File: config.mk
export PLATFORM = sky130hd
export DESIGN_NAME = apb_req_master
export DESIGN_NICKNAME = d
export VERILOG_FILES = /design/src/rtl/apb_pkg.sv /design/src/rtl/apb_req_master.sv
export SDC_FILE = /design/constraint.sdc
export NUM_CORES = 1
export LEC_CHECK = 0
export ABC_AREA = 1
export CELL_PAD_IN_SITES_DETAIL_PLACEMENT = 2
export CELL_PAD_IN_SITES_GLOBAL_PLACEMENT = 2
export CORE_UTILIZATION = 33
export CTS_BUF_LIST = sky130_fd_sc_hd__clkbuf_8
export DETAILED_ROUTE_END_ITERATION = 12
export DONT_BUFFER_PORTS = 1
export PLACE_DENSITY = 0.76
export SKIP_CTS_REPAIR_TIMING = 1
export SLEW_MARGIN = 20
export SYNTH_ARGS = -nofsm -noshare
export SYNTH_HDL_FRONTEND = slang
export SYNTH_SLANG_ARGS = --single-unit
File: constraint.sdc
create_clock -name pclk -period 1.3 [get_ports pclk]
set_clock_uncertainty 0.05 [all_clocks]
set_input_delay 0.13 -clock pclk [delete_from_list [all_inputs] [get_ports pclk]]
set_output_delay 0.13 -clock pclk [all_outputs]
set_load 0.02 [all_outputs]
File: src/rtl/apb_pkg.sv
// Shared types and defaults for the APB request master.
// The state encoding is fixed so that debug views and waveforms stay stable.
// Default widths match a 32-bit address, byte-wide peripheral bus.
package apb_pkg;

  localparam int APB_ADDR_W = 32;
  localparam int APB_DATA_W = 8;

  typedef enum logic [1:0] {
    IDLE   = 2'd0,
    SETUP  = 2'd1,
    ACCESS = 2'd2
  } apb_state_t;

endpackage

File: src/rtl/apb_req_master.sv
// Purpose: turns single cmd_valid/cmd_ready requests into APB transfers; optional wait-state timeout under APB_TIMEOUT_EN.
// Latency: accept edge -> SETUP -> ACCESS -> response pulse; 3 cycles per transfer with zero wait states.
// Backpressure: cmd_ready is high only in IDLE; cmd_valid seen while a transfer is in flight is dropped, not queued.
import apb_pkg::*;

module apb_req_master #(
  parameter int ADDR_W    = APB_ADDR_W,
  parameter int DATA_W    = APB_DATA_W,
  parameter int TO_CYCLES = 16
) (
  input  logic              pclk,
  input  logic              presetn,
  input  logic              cmd_valid,
  output logic              cmd_ready,
  input  logic              cmd_write,
  input  logic [ADDR_W-1:0] cmd_addr,
  input  logic [DATA_W-1:0] cmd_wdata,
  output logic              rsp_valid,
  output logic [DATA_W-1:0] rsp_rdata,
  output logic              rsp_err,
  output logic [ADDR_W-1:0] paddr,
  output logic              psel,
  output logic              penable,
  output logic              pwrite,
  output logic [DATA_W-1:0] pwdata,
  input  logic [DATA_W-1:0] prdata,
  input  logic              pready,
  input  logic              pslverr
);

  apb_state_t        r_state;
  logic              r_cmd_ready;
  logic              r_psel;
  logic              r_penable;
  logic              r_pwrite;
  logic [ADDR_W-1:0] r_paddr;
  logic [DATA_W-1:0] r_pwdata;
  logic              r_rsp_valid;
  logic              r_rsp_err;
  logic [DATA_W-1:0] r_rsp_rdata;

  apb_state_t        w_state_nxt;
  logic              w_accept;
  logic              w_cmd_ready_nxt;
  logic              w_psel_nxt;
  logic              w_penable_nxt;
  logic              w_rsp_valid_nxt;
  logic              w_rsp_err_nxt;
  logic [DATA_W-1:0] w_rsp_rdata_nxt;

`ifdef APB_TIMEOUT_EN
  // Counter only needs to reach TO_CYCLES-1; the abort fires on the cycle it would hit TO_CYCLES.
  localparam int TO_CNT_W = (TO_CYCLES > 1) ? $clog2(TO_CYCLES) : 1;
  logic [TO_CNT_W-1:0] r_to_cnt;
  logic [TO_CNT_W-1:0] w_to_cnt_nxt;
`endif

  // Next-state and next-output decode; every output is registered from these values.
  always_comb begin
    w_state_nxt     = r_state;
    w_accept        = 1'b0;
    w_cmd_ready_nxt = 1'b0;
    w_psel_nxt      = 1'b0;
    w_penable_nxt   = 1'b0;
    w_rsp_valid_nxt = 1'b0;
    w_rsp_err_nxt   = 1'b0;
    w_rsp_rdata_nxt = '0;
`ifdef APB_TIMEOUT_EN
    w_to_cnt_nxt    = r_to_cnt;
`endif
    case (r_state)
      IDLE: begin
        w_accept = cmd_valid && r_cmd_ready;
        if (w_accept) begin
          w_state_nxt = SETUP;
          w_psel_nxt  = 1'b1;
`ifdef APB_TIMEOUT_EN
          w_to_cnt_nxt = '0;
`endif
        end else begin
          w_cmd_ready_nxt = 1'b1;
        end
      end
      SETUP: begin
        w_state_nxt   = ACCESS;
        w_psel_nxt    = 1'b1;
        w_penable_nxt = 1'b1;
      end
      ACCESS: begin
        // pready is checked first so a completion on the limit cycle still wins over the timeout.
        if (pready) begin
          w_state_nxt     = IDLE;
          w_cmd_ready_nxt = 1'b1;
          w_rsp_valid_nxt = 1'b1;
          w_rsp_err_nxt   = pslverr;
          w_rsp_rdata_nxt = r_pwrite ? '0 : prdata;
`ifdef APB_TIMEOUT_EN
        end else if (r_to_cnt == TO_CNT_W'(TO_CYCLES - 1)) begin
          w_state_nxt     = IDLE;
          w_cmd_ready_nxt = 1'b1;
          w_rsp_valid_nxt = 1'b1;
          w_rsp_err_nxt   = 1'b1;
`endif
        end else begin
          w_psel_nxt    = 1'b1;
          w_penable_nxt = 1'b1;
`ifdef APB_TIMEOUT_EN
          w_to_cnt_nxt  = r_to_cnt + TO_CNT_W'(1);
`endif
        end
      end
      default: begin
        w_state_nxt     = IDLE;
        w_cmd_ready_nxt = 1'b1;
      end
    endcase
  end

  // State and output registers; reset clears the bus immediately and drops any in-flight transfer.
  always_ff @(posedge pclk or negedge presetn) begin
    if (!presetn) begin
      r_state     <= IDLE;
      r_cmd_ready <= 1'b0;
      r_psel      <= 1'b0;
      r_penable   <= 1'b0;
      r_pwrite    <= 1'b0;
      r_paddr     <= '0;
      r_pwdata    <= '0;
      r_rsp_valid <= 1'b0;
      r_rsp_err   <= 1'b0;
      r_rsp_rdata <= '0;
    end else begin
      r_state     <= w_state_nxt;
      r_cmd_ready <= w_cmd_ready_nxt;
      r_psel      <= w_psel_nxt;
      r_penable   <= w_penable_nxt;
      r_rsp_valid <= w_rsp_valid_nxt;
      r_rsp_err   <= w_rsp_err_nxt;
      r_rsp_rdata <= w_rsp_rdata_nxt;
      // Address/direction/data are loaded only on accept, so they hold through the transfer and in IDLE.
      if (w_accept) begin
        r_pwrite <= cmd_write;
        r_paddr  <= cmd_addr;
        r_pwdata <= cmd_wdata;
      end
    end
  end

`ifdef APB_TIMEOUT_EN
  // Wait-state counter for the timeout abort.
  always_ff @(posedge pclk or negedge presetn) begin
    if (!presetn) begin
      r_to_cnt <= '0;
    end else begin
      r_to_cnt <= w_to_cnt_nxt;
    end
  end
`endif

  assign cmd_ready = r_cmd_ready;
  assign psel      = r_psel;
  assign penable   = r_penable;
  assign pwrite    = r_pwrite;
  assign paddr     = r_paddr;
  assign pwdata    = r_pwdata;
  assign rsp_valid = r_rsp_valid;
  assign rsp_err   = r_rsp_err;
  assign rsp_rdata = r_rsp_rdata;

endmodule

==> impl_metrics.csv, run 1 <==
group,metric,value,unit
place,port-buffer-count,0,
status,status,"finished, violations left",
synthesis,netlist_area,2230,µm²
setup_path,required,1500,ps
route,dr.pass1.iters,8,
floorplanning,die_h,84.2,µm
global_routing,grt_pass1_wl,8.25,mm
floorplanning,die_area,7090,µm²
clock_tree,cts_buffer_depth,2,
pwr,peakVddDrop,974,µV
route,routedWlPerCell,17.6,µm
route,routed_via_density,4.74,
clock_tree,cts_max_level,2,
synthesis,synthAdderAreaFrac,0.0337,
sta,max-slew-margin-rel,0.813,
synthesis,synth_compound_area_frac,0.00337,
route,route.detailed.drc,18,
synthesis,yosys.area.top_type,"dfrtp_1",
layout,syn_to_final_growth,39.5,%
global_routing,overflow,0,
setup_path,cp_common_cell,"nand2_1",
sta,setup_ws,-81.3,ps
sta,max_freq,724,MHz
setup_path,worstSetupPathType,"flop to flop",
pwr,leakagePower,1.62,nW
pwr,finalPower,6.95,mW
layout,nets,364,
layout,fillers,666,
clock_tree,clk_pin_slew,100,ps
synthesis,yosys-mux-area-fraction,0,
synthesis,synth_cells,237,
floorplanning,fp.coreArea,6420,µm²
setup_path,path_cells,"inv_2, ha_4, inv_4, nor2_8, buf_4, buf_12, nand2_1, nand2_1",
route,drt-initial-drc-count,89,
synthesis,synth-async-reset-ratio,1.00,
route,ant_nets,0,
sta,holdWs,-545,ps
layout,antenna-diode-count,0,
setup_path,worstSetupEndpointType,"flop",
sta,min_period,1380,ps
setup_path,path_buf_inv,4,
setup_path,crit_slowest_cell,"dfrtp_1",
pwr,power_density,2230,nW/µm²
global_routing,grtUsageTotal,0.147,
clock_tree,cts_tree,"done",
global_routing,grt_pass1_vias,1649,
synthesis,yosys.area.top_type_share,0.628,
place,gp_congestion,0.645,
clock_tree,clk_latency,300,ps
hold_path,hold_path_class,"input pin to asynchronous set/reset pin",
synthesis,post-synth-top-count-cell,"nand2_1",
synthesis,synth_edf_count,0,
clock_tree,cts_sinks,56,
place,hpwl,3.64,mm
synthesis,ys_types,12,
setup_path,crit_arrival,1580,ps
layout,layout-drive-gt1-share,0.144,
synthesis,avgSynthCellArea,9.41,µm²
floorplanning,initial_utilization,0.347,
floorplanning,ios,108,
route,vias,1812,
sta,finalCritPeriodShare,1.06,
synthesis,ys_ff_latch,56,
floorplanning,die_w,84.2,µm
floorplanning,rows,29,
synthesis,synth.yosys.seq_area_share,0.628,
sta,drv_slew,0,
clock_tree,numCtsBuffers,5,
setup_path,max_stage_delay,420,ps
synthesis,synth_top_flop_cell,"dfrtp_1",
sta,worst_slew_pin_slew,280,ps
synthesis,yosys.area_share.simple,0.274,
sta,hold_viol,56,
global_routing,antenna_found_initial,0,
job,drv_cap,0,
synthesis,syn_nets,297,
setup_path,start_kind,"flop",
sta,rsz0062_at_grt,"true",
setup_path,cp_max_fo,18,
clock_tree,cts-root-buf,"clkbuf_8",
synthesis,synth_xor_area_frac,0,
global_routing,grt_max_degree,57,
status,violations,"design-rule violations, negative hold slack, negative setup slack",
synthesis,yosys-top-cells-area,"dfrtp_1, nand2_1, buf_6",
synthesis,synth_top_family_by_area,"simple AND/OR/NAND/NOR gates",
place,dpl_worst_slack,-55.2,ps
synthesis,ys_warn_count,0,
synthesis,ys_top_cells_by_count,"nand2_1, dfrtp_1, nor2_1, buf_6, ha_1",
setup_path,crit_family,"buffers and inverters",
sta,setup_viol,40,
route,drt_wl_total,6.73,mm
cells by family (layout without fill, tap and decap cells):
family / after synthesis / in the layout
compound gates: 1 / 1
fa+ha+maj: 6 / 6
buf+inv: 17 / 85
flops: 56 / 56
simple gates: 157 / 157
worst reg2reg max path, cell delays in order, from the launching register on:
cell,delay (ps)
dfrtp_1,420
inv_2,110
ha_4,160
inv_4,40
nor2_8,130
buf_4,140
buf_12,140
nand2_1,80
nand2_1,70
state kept, by name, indices dropped and copies added (netlist names):
register   flops
paddr         32
pwdata         8
rsp_rdata      8
r_state        2
cmd_ready      1
penable        1
psel           1
pwrite         1
rsp_err        1
rsp_valid      1
cell usage in the layout, fill, tap and decap left out:
cell	Yosys	layout
inv_6	1	2
nand2_1	141	131
nand3_1	2	2
nand2_4	0	1
buf_6	9	1
nor2_8	1	1
clkinv_2	0	1
inv_12	0	1
nor2_1	12	12
clkbuf_16	0	1
dlygate4sd3_1	0	51
bufinv_16	0	1
nand2_2	1	10
dfrtp_1	56	56
ha_1	6	5
inv_1	5	3
clkinvlp_4	0	1
buf_12	0	4
a21boi_0	1	1
inv_4	0	2
ha_4	0	1
inv_2	2	2
clkbuf_8	0	5
buf_4	0	10
where the power goes:
group          total (mW)  internal [mW]  switching [mW]
combinational        2.13          0.920            1.21
sequential           3.69           2.42            1.27
clock                1.14          0.571           0.567
final cells by class:
type | instances | area, µm² | area share
sequential | 56 | 1400 | 0.450
tap | 77 | 96.3 | 0.0310
multi-input combinational | 164 | 736 | 0.236
timing repair buffer | 67 | 702 | 0.226
clock inverter | 3 | 42.5 | 0.0137
clock buffer | 5 | 68.8 | 0.0221
inverter | 8 | 47.5 | 0.0153
timing repair inverter | 2 | 17.5 | 0.00563
metrics by stage:
stage / setup TNS [ps] / std cells / util / instance area [µm²]
after global placement: 0 / 313 / 0.364 / 2340
after floorplan: 0 / 237 / - / 2240
after detailed placement: -1290 / 313 / 0.364 / 2340
after global routing: -5260 / 382 / 0.485 / 3110
final: -1920 / 382 / 0.485 / 3110
after CTS: -1720 / 321 / 0.381 / 2450
final timing paths:
| check | depth (start not counted) | slack [ps] | endpoint | start |
|---|---|---|---|---|
| setup / recovery | 8 | -80 | pwdata[6] | r_state[0] |
| hold / removal | 0 | -540 | paddr[7] | presetn |
| setup reg to reg | 8 | -80 | pwdata[6] | r_state[0] |
| hold reg to reg | 2 | 570 | rsp_rdata[3] | pwrite |
| max in group asynchronous | 0 | 1650 | paddr[30] | presetn |
| min in group pclk | 3 | 20 | penable | pready |
metal layers:
layer | track usage | vias up | part of all wire
li1 | - | 836 | -
met1 | 0.176 | 908 | 0.38
met2 | 0.249 | 66 | 0.54
met3 | 0.0580 | 2 | 0.069
met4 | 0.0376 | 0 | 0.0024
met5 | 0 | - | 0
No activity file was read; power rests on OpenSTA's default activity.
==> run 2, diff against run 1 <==
--- a/config.mk
+++ b/config.mk
@@ -8,11 +8,10 @@
 export ABC_AREA = 1
 export CELL_PAD_IN_SITES_DETAIL_PLACEMENT = 2
 export CELL_PAD_IN_SITES_GLOBAL_PLACEMENT = 2
-export CORE_UTILIZATION = 33
-export CTS_BUF_LIST = sky130_fd_sc_hd__clkbuf_8
+export CORE_UTILIZATION = 31
 export DETAILED_ROUTE_END_ITERATION = 12
 export DONT_BUFFER_PORTS = 1
-export PLACE_DENSITY = 0.76
+export PLACE_DENSITY = 0.72
 export SKIP_CTS_REPAIR_TIMING = 1
 export SLEW_MARGIN = 20
 export SYNTH_ARGS = -nofsm -noshare
==> impl_metrics.csv, run 2 (same netlist as run 1, synthesis figures left out) <==
group,metric,value,unit
status,status,"finished, violations left",
status,violations,"negative hold slack, negative setup slack",
sta,setup_ws,-93.0,ps
route,ant_nets,0,
sta,rsz0062_at_grt,"true",
clock_tree,cts_buffer_depth,2,
setup_path,max_stage_delay,430,ps
sta,max_freq,718,MHz
global_routing,grtUsageTotal,0.147,
setup_path,crit_arrival,1540,ps
setup_path,path_buf_inv,4,
layout,design_area,3120,µm²
place,gp_congestion,0.723,
route,vias,1745,
pwr,leakagePower,1.60,nW
place,place_area,2360,µm²
floorplanning,die_w,86.8,µm
pwr,peakVddDrop,697,µV
layout,nets,362,
route,routedWlPerCell,16.9,µm
setup_path,worstSetupPathType,"flop to flop",
clock_tree,cts_tree,"done",
pwr,finalPower,7.12,mW
sta,hold_viol,56,
route,drt_wl_total,6.74,mm
setup_path,cp_common_cell,"nand2_1",
sta,drv_slew,0,
pwr,power_density,2280,nW/µm²
clock_tree,cts_max_level,2,
setup_path,r2r_cells,8,
sta,worst_slew_pin_slew,269,ps
setup_path,worstSetupEndpointType,"flop",
hold_path,hold_path_class,"input pin to asynchronous set/reset pin",
global_routing,overflow,0,
layout,syn_to_final_growth,39.8,%
layout,largest_reg_flops,32,
floorplanning,fp.coreArea,6870,µm²
global_routing,grt_pass1_wl,8.41,mm
layout,antenna-diode-count,0,
place,hpwl,3.90,mm
layout,final_common_cell,"nand2_1",
job,drv_cap,0,
floorplanning,die_h,86.8,µm
sta,setup_viol,41,
layout,layout-drive-gt1-share,0.152,
layout,final_cell_mix,"nand2_1, dfrtp_1, dlygate4sd3_1",
clock_tree,cts-root-buf,"clkbuf_8",
setup_path,required,1440,ps
setup_path,crit_family,"flip-flops",
floorplanning,ios,108,
setup_path,path_depth,8,
setup_path,crit_slowest_cell,"dfrtp_1",
clock_tree,clk_pin_slew,110,ps
setup_path,start_kind,"flop",
setup_path,path_cells,"inv_2, ha_4, inv_4, nor2_8, buf_4, inv_6, nand2_1, nand2_1",
setup_path,cp_max_fo,10,
sta,holdWs,-546,ps
route,routed_via_density,4.37,
place,port-buffer-count,0,
global_routing,antenna_found_initial,0,
route,dr.pass1.iters,4,
sta,max-slew-margin-rel,0.820,
sta,tns,-1920,ps
floorplanning,rows,30,
route,route.detailed.drc,0,
route,drt-initial-drc-count,45,
sta,min_period,1390,ps
global_routing,grt_pass1_vias,1771,
clock_tree,cts_sinks,56,
floorplanning,initial_utilization,0.325,
clock_tree,clk_latency,310,ps
clock_tree,numCtsBuffers,5,
global_routing,grt_max_degree,57,
sta,finalCritPeriodShare,1.07,
floorplanning,die_area,7540,µm²
run 2: report_power, final:
part,leakage [nW],switching (mW),internal (mW)
combinational,0.818,1.16,0.845
clock,0.0687,0.582,0.776
sequential,0.715,1.34,2.42
run 2: final timing paths:
| kind | start | to | slack [ps] |
|---|---|---|---|
| setup / recovery | r_state[1] | paddr[3] | -90 |
| hold / removal | presetn | pwdata[7] | -550 |
| setup reg to reg | r_state[1] | paddr[3] | -90 |
| hold reg to reg | pwrite | rsp_rdata[0] | 550 |
| max in group asynchronous | presetn | r_state[1] | 1640 |
| min in group pclk | pready | penable | 20 |
run 2: worst register-to-register path: stages, from the launching register on:
cell and delay [ps]:
dfrtp_1 430, inv_2 90, ha_4 150, inv_4 40, nor2_8 170, buf_4 160, inv_6 50, nand2_1 70
nand2_1 70
run 2: area by class of cell:
cell class                      count  area [µm²]
Multi-Input combinational cell    164         746
Clock inverter                      3        68.8
Tap cell                           96         120
Fill cell                         720        3750
Timing Repair inverter              3        28.8
Clock buffer                        5        68.8
Timing Repair Buffer               64         636
Sequential cell                    56        1400
Inverter                            8        47.5
run 2: per-stage QoR:
step	instances	hold slack, ps	util	setup slack (ps)
after floorplan	237	-216	-	20.8
after global placement	332	-215	0.344	4.06
after detailed placement	332	-214	0.344	-51.4
after CTS	340	-561	0.364	-74.5
after global routing	399	-580	0.454	-178
final	399	-546	0.454	-93.0
run 2: metal layers:
layer / GRT usage / up-vias / wire length [µm]
met5: 0 / - / 0
met4: 0.0455 / 0 / 45
met3: 0.0552 / 4 / 524
met2: 0.273 / 78 / 3550
met1: 0.153 / 832 / 2630
li1: - / 831 / -
==> edit 1, RTL diff (flow settings as in run 2) <==
Change the package constant `APB_ADDR_W` from 32 to 28.
--- a/src/rtl/apb_pkg.sv
+++ b/src/rtl/apb_pkg.sv
@@ -5,3 +5,3 @@
 
-  localparam int APB_ADDR_W = 32;
+  localparam int APB_ADDR_W = 28;
   localparam int APB_DATA_W = 8;
Interface: changed (resized cmd_addr and paddr); port bits go from 108 to 100. The function was not compared with the original's and may differ.
==> edit 1 against run 2 <==
The run still ends with negative hold slack, negative setup slack left. Area after synthesis is 8.4% lower. Sequential share of layout area decreased by 1.3 points. Sequential cell count shrank 4. Core utilization grew 1.5 points. Setup slack improved by 0.0052 ns. Wire length is 2.7% lower. First-iteration DRC count rose by 27%. Die area fell by 8.2%. Synthesized cell count fell by 7.2%. Final area shrank 4.5%. Power fell by 8.9%. Cell count shrank 9.8%. Critical path type unchanged.
==> edit 1: results (changes against run 2) <==
Global routing
  – Initial antenna violation count: 0 (unchanged)
  – First-pass GRT wire length: 8060 microns (-4.2%)
  – Gr usage total: 0.147 (about the same)
  – Vias in the first global route: 1,654 (-6.6%)
  – Largest net degree at the start of global routing: 53 (-7.0%)

Placed design
  – Number of cells after detailed placement: 298 (-10%)
  – Placed Area: 0.00215 sq mm (-9.0%)
  – DP HPWL: 3350 microns (-14%)
  – Dpl ws: -0.169 ns (-0.118 ns)
  – GPL Wtd Cong: 0.703 (-2.8%)

Route
  – Drt first pass iters: 3 (-1)
  – Iteration-0 DRC Markers: 57 (+27%)
  – Drt total wl: 6560 microns (-2.7%)
  – Detail-routed via count per cell: 4.73 (+8.1%)

Final layout
  – Clock buffers: 6 (+1)
  – Layout filler cell count: 647 (-10%)
  – Non-clock buffer count: 62 (-3.1%)
  – Buffering overhead: 0.230 (+0.0259)
  – Clock network area share: 0.0260 (-0.0181)
  – #MultiIn Comb: 152 (-7.3%)
  – Final cell count without fillers: 360 (-9.8%)
  – Sequential cell area share: 0.437 (-0.0130)
  – Non-clk invs: 10 (-1)
  – Layout cells sized above 1: 0.219 (+0.0673)
  – Core Util, Final: 0.469 (+0.0152)
  – Fraction of area in multi-input gates: 0.252 (+0.0124)

Logic synthesis
  – Sequential cell area fraction in the yosys report: 0.636 (+0.00832)
  – Post-synth top cells: nand2_1 (130), dfrtp_1 (52), nor2_1 (12), buf_6 (6), ha_1 (6)
  – Post-Synthesis Cells: 220 (-7.2%)
  – Syn_nets: 276 (-7.1%)
  – Number of distinct library cells after synthesis: 13 (+1)
  – Synth area leaders: dfrtp_1 (64%), nand2_1 (24%), ha_1 (3.7%)

Timing
  – Setup TNS: -2.13 ns (-0.209 ns)
  – Minimum hold slack: -0.529 ns (+0.0172 ns)
  – Hold Fails Final Rpt: 53 (-5.4%)
  – Relative slew slack: 0.673 (-0.148)
  – Setup ws final: -0.0878 ns (+0.00518 ns)
  – Final setup fails: 38 (-7.3%)

Power
  – Seq. pwr: 3.45 mW (-8.2%)
  – Internal power: 3.61 mW (-11%)
  – Comb pwr: 2.17 mW (+9%)
  – Peak supply drop: 0.885 mV (+27%)
  – Combinational power share: 0.334 (+0.053)
  – Leakage: 1.51 nW (-5.6%)

Clock network
  – Clk pin slew, worst setup/hold paths: 0.09 ns (-0.02 ns)
  – Clock Sinks: 52 (-7.1%)

Worst setup path
  – WP data arrival: 1.57 ns (+0.03 ns)
  – Crit-path max FO: 6 (-4)

Run status
  – Violated checks: negative hold slack, negative setup slack
  – Run status: complete, but fails checks
-- edit 1: cell types whose count changed after synthesis, sizes merged --
| cell | run 2 | this run |
|---|---|---|
| inv | 8 | 7 |
| dfrtp | 56 | 52 |
| buf | 9 | 7 |
| clkbuf | 0 | 1 |
| nand2 | 142 | 130 |
| clkinv | 0 | 1 |
-- edit 1: kinds of logic after synthesis --
kind of cell | after synthesis | synth area share
flip-flops | 52 | 0.636
AO/OA/AOI/OAI | 1 | 0.00367
buffers and inverters | 16 | 0.0520
AND/OR/NAND/NOR | 145 | 0.271
adder cells (fa/ha/maj) | 6 | 0.0367
-- edit 1: per-layer routing --
| layer | vias to the layer above | part of all wire | GRT usage |
|---|---|---|---|
| met2 | 69 | 0.54 | 0.253 |
| met3 | 4 | 0.071 | 0.0686 |
| met5 | - | 0 | 0 |
| met1 | 844 | 0.38 | 0.164 |
| li1 | 785 | - | - |
| met4 | 0 | 0.0075 | 0.0376 |
-- edit 1: critical path: stages (launching register included) --
cell       delay, ns
dfrtp_1         0.40
inv_2           0.10
ha_4            0.14
inv_2           0.04
nor2_4          0.16
buf_12          0.17
clkbuf_16       0.15
nand2_1         0.06
nand2_1         0.06
-- edit 1: path summary, 6_finish.rpt --
| kind | depth (start not counted) | slack [ns] | startpoint | end |
|---|---|---|---|---|
| worst min-delay path | 0 | -0.53 | presetn | paddr[9] |
| worst max-delay path | 8 | -0.09 | r_state[0] | paddr[5] |
| worst max register to register | 8 | -0.09 | r_state[0] | paddr[5] |
| worst min register to register | 2 | 0.58 | pwdata[0] | pwdata[0] |
| max in group asynchronous | 0 | 1.63 | presetn | paddr[15] |
| min in group pclk | 2 | -0.10 | cmd_addr[14] | paddr[14] |
==> edit 2, RTL diff (config.mk and constraints of run 2) <==
Made on the original files. Encoding of `apb_state_t`: now one-hot (3 bits for 3 states).
--- a/src/rtl/apb_pkg.sv
+++ b/src/rtl/apb_pkg.sv
@@ -8,6 +8,6 @@
 
-  typedef enum logic [1:0] {
-    IDLE   = 2'd0,
-    SETUP  = 2'd1,
-    ACCESS = 2'd2
+  typedef enum logic [2:0] {
+    IDLE   = 3'b001,
+    SETUP  = 3'b010,
+    ACCESS = 3'b100
   } apb_state_t;
Formal check against the unedited RTL: same outputs for any inputs over 10 cycles, from zero or initial values and one cycle with presetn low; not proved beyond that.
==> edit 2 against run 2 <==
Setup slack improved by 0.068 ns. The run still ends with negative hold slack, negative setup slack left. Highest routed layer unchanged. Area after synthesis increased by 0.17%. Sequential cell count increased by 1. Die area increased by 0.17%. Cell count decreased by 1.8%. Wire length increased by 3.7%. Synthesized cell count decreased by 1.7%. Worst hold slack got worse by 0.023 ns. Critical path depth decreased by 2. Clock power increased by 25%. Largest power group unchanged. Power increased by 6.6%. Critical endpoint is now paddr[9]. Final area decreased by 0.60%.
==> edit 2: results (changes against run 2) <==
Run status
  – Run status: complete, but fails checks
  – Violated checks: negative hold slack, negative setup slack

Clock network
  – CTS H-tree lvls: 3 (+1)
  – Clk pin slew, worst setup/hold paths: 0.07 ns (-0.04 ns)
  – Worst-Skew Late Latency: 0.33 ns (+0.02 ns)

Worst setup path
  – Worst r2r src: r_state[0]
  – Worst path max stage delay: 0.56 ns (+0.13 ns)
  – Crit-path max FO: 21 (+11)
  – RR Endpoint: paddr[9]
  – Crit Path Category: reg -> reg
  – Slowest CP cell: dfstp_2
  – Reg-to-reg slack, setup: -0.03 ns (+0.07 ns)
  – WP data arrival: 1.50 ns (-0.04 ns)
  – Worst Reg-to-Reg Cells: 6 (-2)

Logic synthesis
  – Post-synth top cells: nand2_1 (87), dfrtp_1 (56), nand3_1 (53), nor2_1 (12), buf_6 (8)
  – Synth area leaders: dfrtp_1 (63%), nand2_1 (15%), nand3_1 (12%)
  – Sequential cell area fraction in the yosys report: 0.639 (+0.0107)
  – Syn_nets: 287 (-3.4%)
  – Number of distinct library cells after synthesis: 14 (+2)
  – Mean Syn Cell Area: 9.59 sq um (+1.9%)

Route
  – Routed wire per std cell: 17.8 microns (+5.5%)
  – Iteration-0 DRC Markers: 33 (-27%)
  – Drc violations: 0 (unchanged)
  – Via count: 1,861 (+6.6%)

Timing
  – Minimum hold slack: -0.569 ns (-0.0228 ns)
  – Hold Fails Final Rpt: 58 (+3.6%)
  – Actual slew at the worst max-slew pin: 0.368 ns (+0.0984 ns)
  – Final setup fails: 1 (-98%)
  – Setup ws final: -0.0251 ns (+0.0679 ns)

Placed design
  – GPL Wtd Cong: 0.691 (-4.4%)
  – Dpl ws: 0.0258 ns (+0.0772 ns)
  – DP HPWL: 3840 microns (-1.4%)
  – Number of cells after detailed placement: 323 (-2.7%)

Final layout
  – Layout cells sized above 1: 0.108 (-0.0437)
  – Layout filler cell count: 747 (+3.8%)
  – NumNets Final: 345 (-4.7%)
  – Final cell count without fillers: 392 (-1.8%)

Global routing
  – Vias in the first global route: 1,799 (+1.6%)
  – Gr usage total: 0.164 (+0.0168)
  – First-pass GRT wire length: 9120 microns (+8.4%)
  – Largest net degree at the start of global routing: 58 (+1.8%)

Power
  – Peak supply drop: 0.934 mV (+34%)
  – Leakage: 1.55 nW (-3.3%)

Worst hold path
  – Tightest Hold Check Type: in -> async
## edit 2: power by group
part / switching (mW) / internal (mW) / leakage [nW]
sequential: 1.27 / 2.46 / 0.724
clock: 0.758 / 0.939 / 0.0985
combinational: 1.30 / 0.864 / 0.726
total: 3.33 / 4.26 / 1.55
## edit 2: per-stage QoR
step | TNS [ns] | cell area [sq um] | util | power, mW | hold slack, ns
global route | -1.38 | 3100 | 0.451 | 8.10 | -0.599
CTS | 0 | 2540 | 0.370 | 7.41 | -0.584
global placement | 0 | 2340 | 0.340 | 5.56 | -0.214
finish | -0.0251 | 3100 | 0.451 | 7.59 | -0.569
floorplan | 0 | 2230 | - | 5.09 | -0.216
detailed placement | 0 | 2340 | 0.340 | 5.69 | -0.214
## edit 2: layout make-up
type,instances,area share
multi-input cells,157,0.222
clock buffers,10,0.0444
flip-flops and latches,57,0.461
repair buffers,60,0.205
well taps,96,0.0388
clock inverters,6,0.0218
inverters,6,0.00727
## edit 2: worst min path at each step
stage / endpoint / depth (start not counted)
after floorplan: cmd_ready / 0
after global placement: paddr[23] / 0
after detailed placement: paddr[26] / 0
after CTS: paddr[23] / 0
after global routing: paddr[9] / 0
final: paddr[23] / 0
## edit 2: cells by family (layout without fill, tap and decap cells)
kind of cell | Yosys count | count (layout) | synth area share
AND/OR/NAND/NOR | 157 | 157 | 0.302
buffers and inverters | 19 | 82 | 0.0588
flip-flops | 57 | 57 | 0.639
## edit 2: routing by layer
metal,share of wire,up-vias,track usage
met3,0.045,11,0.0512
met2,0.55,54,0.278
li1,-,867,-
met4,0.018,0,0.0818
met1,0.38,929,0.187
met5,0,-,0
## edit 2: critical path: cells and delay by family, from the launching register on
kind,cells,cell delay (ns)
DFF,1,0.56
and+or+nand+nor,4,0.35
buffers and inverters,2,0.27
